### config.mk
export PLATFORM = sky130hd
export DESIGN_NAME = decode_ctrl_queue
export DESIGN_NICKNAME = d
export VERILOG_FILES = /design/src/rtl/decode_ctrl_queue.sv
export SDC_FILE = /design/constraint.sdc
export NUM_CORES = 1
export LEC_CHECK = 0
export CORE_AREA = 2 2 70 139
export DETAILED_ROUTE_END_ITERATION = 8
export DIE_AREA = 0 0 72 141
export GPL_ROUTABILITY_DRIVEN = 0
export MAX_ROUTING_LAYER = met4
export PLACE_DENSITY_LB_ADDON = 0.25
export SYNTH_ARGS = -nofsm -noshare
export SYNTH_HDL_FRONTEND = slang
export SYNTH_SLANG_ARGS = --single-unit
export TNS_END_PERCENT = 100
### constraint.sdc
create_clock -name clk -period 6.5 [get_ports clk]
set_input_delay 1.3 -clock clk [delete_from_list [all_inputs] [get_ports clk]]
set_output_delay 1.3 -clock clk [all_outputs]
set_load 0.02 [all_outputs]
### src/rtl/decode_ctrl_queue.sv
// RV32I (+ optional M multiply) decoder feeding a small queue of decoded control bundles.
// Sits between fetch and execute; entries are decoded when pushed and the head drives the outputs.
module decode_ctrl_queue #(
  parameter int XLEN       = 32,
  parameter int FIFO_DEPTH = 2,
  parameter bit EN_M_EXT   = 1'b0
) (
  input  logic            clk,
  input  logic            rst_n,
  input  logic            flush,
  input  logic            in_valid,
  output logic            in_ready,
  input  logic [31:0]     instr,
  input  logic [XLEN-1:0] in_pc,
  output logic            out_valid,
  input  logic            out_ready,
  output logic [XLEN-1:0] out_pc,
  output logic            mem_to_reg,
  output logic            mem_write,
  output logic            reg_write,
  output logic            jump,
  output logic            jump_src,
  output logic            branch,
  output logic            inv_branch,
  output logic            is_end,
  output logic            illegal,
  output logic [2:0]      mem_size,
  output logic [1:0]      alu_srcA,
  output logic [1:0]      alu_srcB,
  output logic [3:0]      alu_control,
  output logic            halted
);

  localparam int PTR_W = $clog2(FIFO_DEPTH);
  localparam int CNT_W = $clog2(FIFO_DEPTH + 1);

  localparam logic [6:0] OPC_OP     = 7'b0110011;
  localparam logic [6:0] OPC_OPIMM  = 7'b0010011;
  localparam logic [6:0] OPC_LOAD   = 7'b0000011;
  localparam logic [6:0] OPC_STORE  = 7'b0100011;
  localparam logic [6:0] OPC_BRANCH = 7'b1100011;
  localparam logic [6:0] OPC_JAL    = 7'b1101111;
  localparam logic [6:0] OPC_JALR   = 7'b1100111;
  localparam logic [6:0] OPC_LUI    = 7'b0110111;
  localparam logic [6:0] OPC_AUIPC  = 7'b0010111;
  localparam logic [6:0] OPC_SYSTEM = 7'b1110011;

  localparam logic [6:0] F7_BASE = 7'b0000000;
  localparam logic [6:0] F7_ALT  = 7'b0100000;
  localparam logic [6:0] F7_MUL  = 7'b0000001;

  localparam logic [3:0] ALU_ADD    = 4'd0;
  localparam logic [3:0] ALU_SUB    = 4'd1;
  localparam logic [3:0] ALU_SLL    = 4'd2;
  localparam logic [3:0] ALU_SLT    = 4'd3;
  localparam logic [3:0] ALU_SLTU   = 4'd4;
  localparam logic [3:0] ALU_XOR    = 4'd5;
  localparam logic [3:0] ALU_SRL    = 4'd6;
  localparam logic [3:0] ALU_SRA    = 4'd7;
  localparam logic [3:0] ALU_OR     = 4'd8;
  localparam logic [3:0] ALU_AND    = 4'd9;
  localparam logic [3:0] ALU_EQ     = 4'd10;
  localparam logic [3:0] ALU_MUL    = 4'd11;
  localparam logic [3:0] ALU_MULH   = 4'd12;
  localparam logic [3:0] ALU_MULHSU = 4'd13;
  localparam logic [3:0] ALU_MULHU  = 4'd14;

  localparam logic [1:0] SRCA_RS1  = 2'b00;
  localparam logic [1:0] SRCA_PC   = 2'b01;
  localparam logic [1:0] SRCA_ZERO = 2'b10;
  localparam logic [1:0] SRCB_RS2  = 2'b00;
  localparam logic [1:0] SRCB_IMM  = 2'b01;
  localparam logic [1:0] SRCB_FOUR = 2'b10;

  typedef struct packed {
    logic       memToReg;
    logic       memWrite;
    logic       regWrite;
    logic       jump;
    logic       jumpSrc;
    logic       branch;
    logic       invBranch;
    logic       isEnd;
    logic       illegal;
    logic [2:0] memSize;
    logic [1:0] aluSrcA;
    logic [1:0] aluSrcB;
    logic [3:0] aluControl;
  } ctrlBundleT;

  logic [6:0] opcode;
  logic [2:0] funct3;
  logic [6:0] funct7;
  ctrlBundleT decoded;
  logic       legal;

  assign opcode = instr[6:0];
  assign funct3 = instr[14:12];
  assign funct7 = instr[31:25];

  // Register and immediate ALU groups share the funct3 mapping for the base operations.
  function automatic logic [3:0] aluFromFunct3(input logic [2:0] f3);
    logic [3:0] op;
    case (f3)
      3'd0:    op = ALU_ADD;
      3'd1:    op = ALU_SLL;
      3'd2:    op = ALU_SLT;
      3'd3:    op = ALU_SLTU;
      3'd4:    op = ALU_XOR;
      3'd5:    op = ALU_SRL;
      3'd6:    op = ALU_OR;
      default: op = ALU_AND;
    endcase
    return op;
  endfunction

  function automatic logic [3:0] mulFromFunct3(input logic [1:0] f3);
    logic [3:0] op;
    case (f3)
      2'd0:    op = ALU_MUL;
      2'd1:    op = ALU_MULH;
      2'd2:    op = ALU_MULHSU;
      default: op = ALU_MULHU;
    endcase
    return op;
  endfunction

  always_comb begin
    decoded = '0;
    legal   = 1'b0;
    case (opcode)
      OPC_OP: begin
        decoded.regWrite = 1'b1;
        decoded.aluSrcA  = SRCA_RS1;
        decoded.aluSrcB  = SRCB_RS2;
        if (funct7 == F7_BASE) begin
          legal              = 1'b1;
          decoded.aluControl = aluFromFunct3(funct3);
        end else if (funct7 == F7_ALT && funct3 == 3'd0) begin
          legal              = 1'b1;
          decoded.aluControl = ALU_SUB;
        end else if (funct7 == F7_ALT && funct3 == 3'd5) begin
          legal              = 1'b1;
          decoded.aluControl = ALU_SRA;
        end else if (EN_M_EXT && funct7 == F7_MUL && !funct3[2]) begin
          legal              = 1'b1;
          decoded.aluControl = mulFromFunct3(funct3[1:0]);
        end
      end
      OPC_OPIMM: begin
        decoded.regWrite   = 1'b1;
        decoded.aluSrcB    = SRCB_IMM;
        decoded.aluControl = aluFromFunct3(funct3);
        // Only the shift forms constrain the upper immediate bits.
        if (funct3 == 3'd1) begin
          legal = (funct7 == F7_BASE);
        end else if (funct3 == 3'd5) begin
          legal = (funct7 == F7_BASE) || (funct7 == F7_ALT);
          if (funct7 == F7_ALT) decoded.aluControl = ALU_SRA;
        end else begin
          legal = 1'b1;
        end
      end
      OPC_LOAD: begin
        legal              = (funct3 == 3'd0) || (funct3 == 3'd1) || (funct3 == 3'd2) ||
                             (funct3 == 3'd4) || (funct3 == 3'd5);
        decoded.regWrite   = 1'b1;
        decoded.memToReg   = 1'b1;
        decoded.aluSrcB    = SRCB_IMM;
        decoded.aluControl = ALU_ADD;
        decoded.memSize    = funct3;
      end
      OPC_STORE: begin
        legal              = (funct3 == 3'd0) || (funct3 == 3'd1) || (funct3 == 3'd2);
        decoded.memWrite   = 1'b1;
        decoded.aluSrcB    = SRCB_IMM;
        decoded.aluControl = ALU_ADD;
        decoded.memSize    = funct3;
      end
      OPC_BRANCH: begin
        legal             = (funct3 != 3'd2) && (funct3 != 3'd3);
        decoded.branch    = 1'b1;
        decoded.invBranch = funct3[0];
        if (!funct3[2])     decoded.aluControl = ALU_EQ;
        else if (!funct3[1]) decoded.aluControl = ALU_SLT;
        else                 decoded.aluControl = ALU_SLTU;
      end
      OPC_JAL, OPC_JALR: begin
        legal              = (opcode == OPC_JAL) || (funct3 == 3'd0);
        decoded.regWrite   = 1'b1;
        decoded.jump       = 1'b1;
        decoded.jumpSrc    = (opcode == OPC_JALR);
        decoded.aluSrcA    = SRCA_PC;
        decoded.aluSrcB    = SRCB_FOUR;
        decoded.aluControl = ALU_ADD;
      end
      OPC_LUI: begin
        legal              = 1'b1;
        decoded.regWrite   = 1'b1;
        decoded.aluSrcA    = SRCA_ZERO;
        decoded.aluSrcB    = SRCB_IMM;
        decoded.aluControl = ALU_ADD;
      end
      OPC_AUIPC: begin
        legal              = 1'b1;
        decoded.regWrite   = 1'b1;
        decoded.aluSrcA    = SRCA_PC;
        decoded.aluSrcB    = SRCB_IMM;
        decoded.aluControl = ALU_ADD;
      end
      OPC_SYSTEM: begin
        legal         = (instr == 32'h0000_0073);
        decoded.isEnd = 1'b1;
      end
      default: legal = 1'b0;
    endcase
    // An illegal word carries only the illegal flag so execute cannot act on stray bits.
    if (!legal) begin
      decoded         = '0;
      decoded.illegal = 1'b1;
    end
  end

  ctrlBundleT       entryBundle [FIFO_DEPTH];
  logic [XLEN-1:0]  entryPc     [FIFO_DEPTH];
  logic [PTR_W-1:0] wrPtrReg;
  logic [PTR_W-1:0] rdPtrReg;
  logic [CNT_W-1:0] countReg;
  logic             haltedReg;
  logic             full;
  logic             pushEn;
  logic             popEn;
  ctrlBundleT       headBundle;

  assign full      = (countReg == CNT_W'(FIFO_DEPTH));
  assign in_ready  = !full && !haltedReg;
  assign out_valid = (countReg != '0);
  assign pushEn    = in_valid && in_ready && !flush;
  assign popEn     = out_valid && out_ready && !flush;
  assign halted    = haltedReg;

  // Entry storage needs no reset: nothing is visible until the count says it was written.
  generate
    for (genvar gi = 0; gi < FIFO_DEPTH; gi++) begin : gEntry
      ctrlBundleT      bundleReg;
      logic [XLEN-1:0] pcReg;

      always_ff @(posedge clk) begin
        if (pushEn && wrPtrReg == PTR_W'(gi)) begin
          bundleReg <= decoded;
          pcReg     <= in_pc;
        end
      end

      assign entryBundle[gi] = bundleReg;
      assign entryPc[gi]     = pcReg;
    end
  endgenerate

  always_ff @(posedge clk) begin
    if (!rst_n || flush) begin
      wrPtrReg  <= '0;
      rdPtrReg  <= '0;
      countReg  <= '0;
      haltedReg <= 1'b0;
    end else begin
      if (pushEn) wrPtrReg <= wrPtrReg + PTR_W'(1);
      if (popEn)  rdPtrReg <= rdPtrReg + PTR_W'(1);
      case ({pushEn, popEn})
        2'b10:   countReg <= countReg + CNT_W'(1);
        2'b01:   countReg <= countReg - CNT_W'(1);
        default: countReg <= countReg;
      endcase
      if (pushEn && decoded.isEnd) haltedReg <= 1'b1;
    end
  end

  always_comb begin
    headBundle = '0;
    out_pc     = '0;
    if (out_valid) begin
      headBundle = entryBundle[rdPtrReg];
      out_pc     = entryPc[rdPtrReg];
    end
  end

  assign mem_to_reg  = headBundle.memToReg;
  assign mem_write   = headBundle.memWrite;
  assign reg_write   = headBundle.regWrite;
  assign jump        = headBundle.jump;
  assign jump_src    = headBundle.jumpSrc;
  assign branch      = headBundle.branch;
  assign inv_branch  = headBundle.invBranch;
  assign is_end      = headBundle.isEnd;
  assign illegal     = headBundle.illegal;
  assign mem_size    = headBundle.memSize;
  assign alu_srcA    = headBundle.aluSrcA;
  assign alu_srcB    = headBundle.aluSrcB;
  assign alu_control = headBundle.aluControl;

endmodule

==> impl_metrics.json, run 1 <==
{
  "synth_largest_area_cell": "edfxtp_1",
  "fin_tns_setup_ns": 0,
  "syn-cell-area_um2": 4760,
  "ios": 124,
  "yosysWarnings": 0,
  "die_h_um": 141,
  "ys_seq_elements": 107,
  "critPathCaptureType": "output port",
  "outcome": "completed",
  "die_x_um": 72,
  "dr.pass1.iters": 4,
  "die-area_um2": 10200,
  "critPathArrivalTime_ns": 2.31,
  "vias_per_cell": 5.45,
  "core-area_um2": 9200,
  "rows": 50,
  "max_slew_margin": 0.356,
  "drive_above_1_share": 0.0607,
  "ys.flop_type": "edfxtp_1",
  "initial_utilization": 0.517,
  "start_kind": "register",
  "tightest_slew_ns": 0.959,
  "power_density_nw_per_um2": 234,
  "r2r_slack_ns": 4.03,
  "cts_tree": "yes",
  "grt_max_degree": 53,
  "post-cts-setup-buffers": 0,
  "clock-skew-final_ns": 0.00693,
  "crit_required_ns": 5.20,
  "post-route-period-util": 0.555,
  "cts_resized": 0,
  "final_util": 0.692,
  "holdWs_ns": 0.523,
  "synth_top_area_frac": 0.644,
  "cts_made_buffers": 9,
  "syn_to_final_growth_pct": 33.8,
  "hold_class": "reg2reg",
  "timing.fmax_ghz": 0.277,
  "slew_viol_final": 0,
  "clk_latency_ns": 0.34,
  "h-tree-depth": 3,
  "cts_buffer_depth": 2,
  "ys_seq_area_frac": 0.665,
  "grt_use_total": 0.198,
  "avgRoutedWirePerCell_um": 16.2,
  "fin_crit_ns": 3.61,
  "max-vdd-ir-drop_v": 0.000210,
  "synthTopCellsByArea": "edfxtp_1, mux2i_1, nor2_1",
  "p_total_mw": 1.49,
  "dp.cells": 566,
  "rsz0062_at_grt": "false",
  "grt_pass1_wl_mm": 15.0,
  "syn_nets": 427,
  "grt_pass1_vias": 3086,
  "cts_num_sinks": 107,
  "cts_root_buf": "clkbuf_16",
  "cellLeakagePower_nw": 1.99,
  "overflow": 0,
  "critPathKind": "reg2out",
  "fillers": 661,
  "drt_iter0_markers": 293,
  "ant_nets": 0,
  "cts_hold_buf": 0,
  "portBuffers": 123,
  "ys_types": 47,
  "antennaDiodeCount": 0,
  "vias": 3172,
  "antenna_found_initial": 0,
  "routed_wl_mm": 9.41,
  "syn_avg_cell_area_um2": 13.3,
  "setup-violations-final": 0,
  "final-hold-violation-count": 0,
  "nets": 543,
  "synth_edf_count": 102,
  "netlist_instances": 357,
  "path_max_fanout": 52,
  "drc": 0,
  "synthArstFlopShare": 0,
  "fin_cells": 582,
  "hpwl_mm": 6.49,
  "clkTransAtPathRegs_ns": 0.07,
  "max-cap-violations": 0
}
-- layer usage --
| layer | global-route usage | routed length, um | vias to the layer above |
|---|---|---|---|
| met4 | 0.0705 | 131 | 0 |
| met2 | 0.299 | 4640 | 115 |
| met5 | - | 0 | - |
| li1 | - | - | 1549 |
| met3 | 0.0336 | 530 | 11 |
| met1 | 0.272 | 4100 | 1497 |
-- worst max-delay path, stage by stage, from the launching register on --
cell,delay [ns]
dfxtp_4,0.94
mux2i_1,0.21
nor2_1,0.14
clkdlybuf4s50_1,0.62
-- state kept, by name (all words and copies together), names as in the netlist --
signal / count
countReg: 2
entryBundle: 38
gEntry.pcReg: 64
halted: 1
rdPtrReg: 1
wrPtrReg: 1
-- cell usage after synthesis (2+ instances only) --
master    instances
nor3b_1           2
dfxtp_1           5
nor4_4            2
xor2_1            3
nand3_1           7
a22oi_1           4
buf_2             9
buf_4             2
clkbuf_1          6
inv_1             6
mux2i_1          51
xnor2_1           3
nor4_1            5
a21oi_1          14
nor4b_1           2
edfxtp_1        102
nor2_1           72
and2_1            4
nand2_1          11
and3b_1           4
or3_1             2
buf_6             3
nand2b_1          4
o21ai_0          10
nand4_1           2
-- cell families after synthesis --
group	after synthesis	share of synthesized area
buffers and inverters	27	0.0303
flip-flops	107	0.665
XOR/XNOR	6	0.0111
adder cells (fa/ha/maj)	1	0.00263
AND/OR/NAND/NOR	128	0.137
AO/OA/AOI/OAI	37	0.0466
multiplexers	51	0.107
-- layout by cell type, fill, tap and decap left out, types with 3 or more instances in the layout --
cell             netlist  layout
a21oi_1               14      14
a22oi_1                4       4
and2_1                 4       3
and3b_1                4       4
buf_4                  2       3
clkbuf_16              0       9
clkdlybuf4s50_1        0     123
dfxtp_1                5       4
edfxtp_1             102     102
inv_1                  6       6
mux2i_1               51      51
nand2_1               11      11
nand2b_1               4       4
nand3_1                7       7
nor2_1                72      70
nor4_1                 5       4
o21ai_0               10      10
xnor2_1                3       3
xor2_1                 3       3
-- where the power goes --
part           internal (mW)  switching (mW)
Clock                  0.340           0.227
Combinational         0.0741          0.0670
Sequential             0.773         0.00698
Total                   1.19           0.301
-- final cells by class --
cell class / instances / area (um^2) / share of cell area
well taps: 104 / 130 / 0.0205
clock buffers: 11 / 233 / 0.0366
repair buffers: 126 / 1250 / 0.197
clock inverters: 5 / 85.1 / 0.0134
multi-input cells: 223 / 1470 / 0.231
flip-flops and latches: 107 / 3170 / 0.498
inverters: 6 / 22.5 / 0.00354
-- final timing paths --
| check | from | endpoint | depth (start not counted) |
|---|---|---|---|
| setup / recovery | rdPtrReg$_SDFFE_PP0P_ | mem_size[0] | 3 |
| hold reg to reg | halted$_SDFFE_PP0P_ | halted$_SDFFE_PP0P_ | 2 |
| setup reg to reg | countReg[0]$_SDFFE_PP0P_ | countReg[1]$_SDFFE_PP0P_ | 8 |
| hold / removal | halted$_SDFFE_PP0P_ | halted$_SDFFE_PP0P_ | 2 |
-- per-stage QoR --
stage | setup slack (ns) | cell area (um^2)
floorplan | 2.27 | 4760
global placement | 2.62 | 6040
detailed placement | 2.58 | 6040
CTS | 2.83 | 6360
global route | 2.69 | 6360
finish | 2.89 | 6360
Power figures use the tool's default switching activity.
==> run 2: changes to the inputs <==
--- a/config.mk
+++ b/config.mk
@@ -5,9 +5,9 @@
 export SDC_FILE = /design/constraint.sdc
 export NUM_CORES = 1
 export LEC_CHECK = 0
-export CORE_AREA = 2 2 70 139
+export CORE_AREA = 2 2 77 153
 export DETAILED_ROUTE_END_ITERATION = 8
-export DIE_AREA = 0 0 72 141
+export DIE_AREA = 0 0 79 155
 export GPL_ROUTABILITY_DRIVEN = 0
 export MAX_ROUTING_LAYER = met4
 export PLACE_DENSITY_LB_ADDON = 0.25
==> constraint.sdc (replaced) <==
create_clock -name clk -period 3.1 [get_ports clk]
set_input_delay 0.62 -clock clk [delete_from_list [all_inputs] [get_ports clk]]
set_output_delay 0.62 -clock clk [all_outputs]
set_load 0.02 [all_outputs]
==> run 2 against run 1 <==
- non-clock buffer count is 11 higher
- final cell count is 8.4% higher
- clock power up 78%
- flip-flop and latch count stayed put
- core utilization is 11 points lower
- sequential power increased by 110%
- final area up 1.6%
- critical endpoint is now out_pc[17]
==> impl_metrics.json, run 2 (synthesis results as in run 1) <==
{
  "outcome": "completed",
  "multiInputGateArea_um2": 1470,
  "cts_root_buf": "clkbuf_16",
  "fillers": 947,
  "fin_crit_ns": 2.72,
  "cts_buffer_depth": 2,
  "regMostFlops": "gEntry.pcReg",
  "initial_utilization": 0.427,
  "vias": 3224,
  "drt_iter0_markers": 178,
  "worst-path-buf-inv": 2,
  "finalInstanceArea_um2": 6460,
  "crit_required_ns": 2.48,
  "antenna_found_initial": 0,
  "fin_cells": 631,
  "max_slew_margin": 0.670,
  "grt-busiest-layer": "met2",
  "cpMaxStageDelayCell": "dfxtp_4",
  "holdWs_ns": 0.513,
  "post-route-period-util": 0.877,
  "cts_tree": "yes",
  "cts_made_buffers": 9,
  "h-tree-depth": 3,
  "ant_nets": 0,
  "rows": 55,
  "grt_pass1_vias": 3225,
  "place_area_um2": 6190,
  "grt_max_degree": 53,
  "die_h_um": 155,
  "cellLeakagePower_nw": 2.03,
  "grt_pass1_wl_mm": 15.6,
  "post-cts-setup-buffers": 0,
  "finalWorstSetupSlack_ns": 0.382,
  "syn_to_final_growth_pct": 35.9,
  "timing.fmax_ghz": 0.368,
  "rsz0062_at_grt": "false",
  "hold_class": "reg2reg",
  "cts_num_sinks": 107,
  "power_density_nw_per_um2": 456,
  "clkTransAtPathRegs_ns": 0.06,
  "grt_use_total": 0.169,
  "overflow": 0,
  "tightest_slew_ns": 0.495,
  "core-area_um2": 11100,
  "final-hold-violation-count": 0,
  "setup-violations-final": 0,
  "slew_viol_final": 0,
  "routed_wl_mm": 9.51,
  "worstPathCellList": "buf_4 > mux2i_1 > nor2_1 > clkdlybuf4s50_1",
  "max-vdd-ir-drop_v": 0.000311,
  "max-cap-violations": 0,
  "clk_latency_ns": 0.33,
  "drc": 0,
  "layout_common_cells": "clkdlybuf4s50_1, edfxtp_1, nor2_1",
  "vias_per_cell": 5.11,
  "r2r_slack_ns": 1.13,
  "critPathMaxStageDelay_ns": 0.66,
  "use_met3": 0.0342,
  "drive_above_1_share": 0.0798,
  "place_ws_ns": 0.401,
  "cts_resized": 0,
  "nets": 554,
  "dr.pass1.iters": 4,
  "critPathTopFamily": "buffers and inverters",
  "hpwl_mm": 6.70,
  "final_common_cell": "clkdlybuf4s50_1",
  "critPathArrivalTime_ns": 2.10,
  "path_max_fanout": 25,
  "fin_tns_setup_ns": 0,
  "p_total_mw": 2.95,
  "critPathKind": "reg2out",
  "portBuffers": 123,
  "die-area_um2": 12200,
  "dp.cells": 615,
  "largest_reg_flops": 64,
  "grtUsageMet1": 0.223,
  "antennaDiodeCount": 0,
  "final_util": 0.580,
  "avgRoutedWirePerCell_um": 15.1,
  "critPathCaptureType": "output port",
  "cts_hold_buf": 0,
  "grt_use_met2": 0.268,
  "start_kind": "register",
  "die_x_um": 79,
  "clock-skew-final_ns": 0.00537,
  "seq_area_um2": 3170,
  "ios": 124
}
==> run 2: routing by layer <==
layer / part of all wire / wire [um] / up-vias
li1: - / - / 1574
met3: 0.053 / 501 / 8
met5: 0 / 0 / -
met1: 0.43 / 4100 / 1538
met2: 0.51 / 4810 / 104
met4: 0.010 / 96 / 0
==> run 2: power breakdown <==
part | leakage, nW | internal [mW] | total (mW) | switching, mW
Combinational | 0.974 | 0.162 | 0.306 | 0.144
Sequential | 0.933 | 1.62 | 1.63 | 0.0124
Clock | 0.127 | 0.544 | 1.01 | 0.464
Total | 2.03 | 2.33 | 2.95 | 0.621
==> run 2: path summary, 6_finish.rpt <==
check / start / endpoint / cells after the start
setup / recovery: rdPtrReg$_SDFFE_PP0P_ / out_pc[17] / 4
hold / removal: halted$_SDFFE_PP0P_ / halted$_SDFFE_PP0P_ / 2
setup reg to reg: countReg[0]$_SDFFE_PP0P_ / countReg[1]$_SDFFE_PP0P_ / 7
hold reg to reg: halted$_SDFFE_PP0P_ / halted$_SDFFE_PP0P_ / 2
==> run 2: tightest hold or removal path: cells and delay by family, from the launching register on <==
family	cells	cell delay, ns
DFF	1	0.36
and+or+nand+nor	1	0.07
AOI/OAI and AO/OA	1	0.05
==> run 2: final cells by class <==
class,count,area share
Sequential cell,107,0.490
Clock buffer,10,0.0354
Timing Repair Buffer,137,0.211
Inverter,6,0.00348
Tap cell,142,0.0275
Clock inverter,6,0.00639
Multi-Input combinational cell,223,0.227
==> run 3: changes to the inputs <==
--- a/config.mk
+++ b/config.mk
@@ -5,10 +5,12 @@
 export SDC_FILE = /design/constraint.sdc
 export NUM_CORES = 1
 export LEC_CHECK = 0
-export CORE_AREA = 2 2 77 153
+export ABC_AREA = 1
+export CORE_AREA = 2 2 77 152
 export DETAILED_ROUTE_END_ITERATION = 8
-export DIE_AREA = 0 0 79 155
+export DIE_AREA = 0 0 79 154
 export GPL_ROUTABILITY_DRIVEN = 0
+export GPL_TIMING_DRIVEN = 0
 export MAX_ROUTING_LAYER = met4
 export PLACE_DENSITY_LB_ADDON = 0.25
 export SYNTH_ARGS = -nofsm -noshare
==> run 3 against run 2 <==
- fmax down 7.0%
- clock-buffer cell count unchanged
- hold slack worse by 0.039 ns
==> impl_metrics.json, run 3 <==
{
  "outcome": "completed",
  "critPathKind": "reg2out",
  "die-area_um2": 12200,
  "portBuffers": 121,
  "worst-path-buf-inv": 3,
  "max-cap-violations": 0,
  "cts_root_buf": "clkbuf_16",
  "tightest_slew_ns": 0.666,
  "cts_made_buffers": 9,
  "pwr-share-seq": 0.537,
  "start_kind": "register",
  "finalWorstSetupSlack_ns": 0.178,
  "core-area_um2": 10900,
  "syn_to_final_growth_pct": 36.9,
  "p_sw_frac": 0.212,
  "largest_reg_flops": 64,
  "r2r-end": "gEntry[0].pcReg[7]$_DFFE_PP_",
  "synth_edf_count": 102,
  "ys_types": 30,
  "ant_nets": 0,
  "critPathMaxStageDelay_ns": 0.53,
  "path_max_fanout": 10,
  "die_x_um": 79,
  "vias": 3813,
  "holdWs_ns": 0.474,
  "place_ws_ns": 0.260,
  "drc": 0,
  "ios": 124,
  "h-tree-depth": 3,
  "p_sw_mw": 0.640,
  "drt_iter0_markers": 191,
  "hold_class": "reg2reg",
  "max-vdd-ir-drop_v": 0.000264,
  "die_h_um": 154,
  "ys_seq_area_frac": 0.668,
  "power_density_nw_per_um2": 466,
  "antenna_found_initial": 0,
  "r2r_slack_ns": 0.97,
  "fin_crit_ns": 2.92,
  "finalInstanceArea_um2": 6480,
  "clk_latency_ns": 0.33,
  "clockPowerShare": 0.372,
  "yosysWarnings": 0,
  "fillers": 946,
  "p_total_mw": 3.02,
  "clock-skew-final_ns": 0.00816,
  "nets": 671,
  "layout_common_cells": "nand2_1, clkdlybuf4s50_1, edfxtp_1",
  "grt_max_degree": 33,
  "dr.pass1.iters": 4,
  "crit_required_ns": 2.48,
  "post-route-period-util": 0.942,
  "max_slew_margin": 0.555,
  "ys.flop_type": "edfxtp_1",
  "overflow": 0,
  "synthTopCellsByArea": "edfxtp_1, nand2_1, a21oi_1",
  "rsz0062_at_grt": "false",
  "drive_above_1_share": 0.0875,
  "netlist_top_cells_count": "nand2_1, edfxtp_1, a21oi_1",
  "syn_nets": 538,
  "timing.rr.start": "countReg[0]$_SDFFE_PP0P_",
  "synth_top_area_frac": 0.647,
  "critPathArrivalTime_ns": 2.30,
  "synthArstFlopShare": 0,
  "pwr-share-comb": 0.091,
  "vias_per_cell": 5.11,
  "avgRoutedWirePerCell_um": 15.1,
  "netlist_instances": 468,
  "antennaDiodeCount": 0,
  "regMostFlops": "gEntry.pcReg",
  "hold_start": "halted$_SDFFE_PP0P_",
  "routed_wl_mm": 11.2,
  "syn_avg_cell_area_um2": 10.1,
  "cts_buffer_depth": 2,
  "cts_num_sinks": 107,
  "r2r_cells": 5,
  "final_common_cell": "nand2_1",
  "synth.most_common_cell": "nand2_1",
  "critPathTopFamily": "buffers and inverters",
  "hpwl_mm": 8.36,
  "final-hold-violation-count": 0,
  "worstPathCellList": "nor2_2 > clkbuf_1 > a21oi_1 > buf_4 > clkdlybuf4s50_1",
  "cts_tree": "yes",
  "setup-violations-final": 0,
  "place_area_um2": 6170,
  "intPower_mw": 2.38,
  "slew_viol_final": 0,
  "timing.fmax_ghz": 0.342,
  "min_path_cells": 2,
  "cpMaxStageDelayCell": "clkdlybuf4s50_1",
  "syn-cell-area_um2": 4730,
  "ys_seq_elements": 107,
  "cellLeakagePower_nw": 2.36,
  "cp.depth": 5,
  "dp.cells": 731,
  "synth_largest_area_cell": "edfxtp_1",
  "initial_utilization": 0.432,
  "grt_pass1_wl_mm": 17.8,
  "rows": 54,
  "grt_use_total": 0.195,
  "grt_pass1_vias": 3926,
  "critPathCaptureType": "output port",
  "fin_cells": 746,
  "clkTransAtPathRegs_ns": 0.07,
  "hold_end": "halted$_SDFFE_PP0P_"
}
run 3: cell count changes after synthesis, moves of 6 or more:
cell and change:
nand2_1 +139, mux2i_1 -51, a21oi_1 +45, nor2_1 -27
inv_1 +22, clkbuf_1 +10, nor2_2 +10, buf_2 -7
inv_2 +6, nand3_1 +6
run 3: power by group through the flow:
stage	clock network, mW	registers, mW	logic, mW
after floorplan	0	1.65	0.111
after global placement	0	1.66	0.262
after detailed placement	0	1.65	0.274
after CTS	1.14	1.62	0.276
after global routing	1.20	1.63	0.298
final	1.12	1.62	0.274
run 3: metrics by stage:
| step | TNS, ns | util |
|---|---|---|
| 3_5_place_dp | 0 | 0.564 |
| 6_report | 0 | 0.592 |
| 2_1_floorplan | 0 | - |
| 5_1_grt | 0 | 0.592 |
| 3_3_place_gp | -91.22 | 0.559 |
| 4_1_cts | 0 | 0.592 |
run 3: layout make-up:
cell class,instances,area [um^2],share of cell area
Inverter,36,139,0.0214
Sequential cell,107,3160,0.488
Clock buffer,10,229,0.0353
Multi-Input combinational cell,306,1370,0.212
Clock inverter,6,70.1,0.0108
Buffer,18,80.1,0.0124
Tap cell,140,175,0.0270
Timing Repair Buffer,123,1250,0.193
run 3: what timing repair did:
| item | in CTS | in global routing |
|---|---|---|
| setup endpoints to repair | 6 | 8 |
| gates resized for setup | 4 | 6 |
| hold buffers | 0 | 0 |
| buffers inserted | 0 | 0 |
run 3: how the worst max path moves through the flow:
stage	start	endpoint	slack [ns]
2_1_floorplan	flush	entryBundle[0]$_DFFE_PP_	0.38
3_3_place_gp	flush	gEntry[1].pcReg[5]$_DFFE_PP_	-0.90
3_5_place_dp	rdPtrReg$_SDFFE_PP0P_	alu_srcB[1]	0.26
4_1_cts	rdPtrReg$_SDFFE_PP0P_	alu_control[0]	0.006
5_1_grt	countReg[0]$_SDFFE_PP0P_	alu_srcB[1]	0.05
6_report	countReg[0]$_SDFFE_PP0P_	alu_srcB[1]	0.18
run 3: cells by family after synthesis:
kind of cell	count (synthesis)	synth area share
AO/OA/AOI/OAI	72	0.0788
adder cells (fa/ha/maj)	1	0.00264
buffers and inverters	55	0.0455
flip-flops	107	0.668
AND/OR/NAND/NOR	233	0.205
run 3: routing by layer:
metal  global-route usage  part of all wire  vias to the layer above
li1                     -                 -                     1845
met1                0.181              0.34                     1787
met2                0.363              0.57                      143
met3               0.0217             0.040                       38
met4                0.125             0.049                        0
met5                    -                 0                        -
run 3: worst register-to-register path, stage by stage, from the launching register on:
cell     delay [ns]
dfxtp_1        0.44
o21ai_0        0.16
nor2_1         0.21
inv_1          0.16
nor2_4         0.54
buf_12         0.29
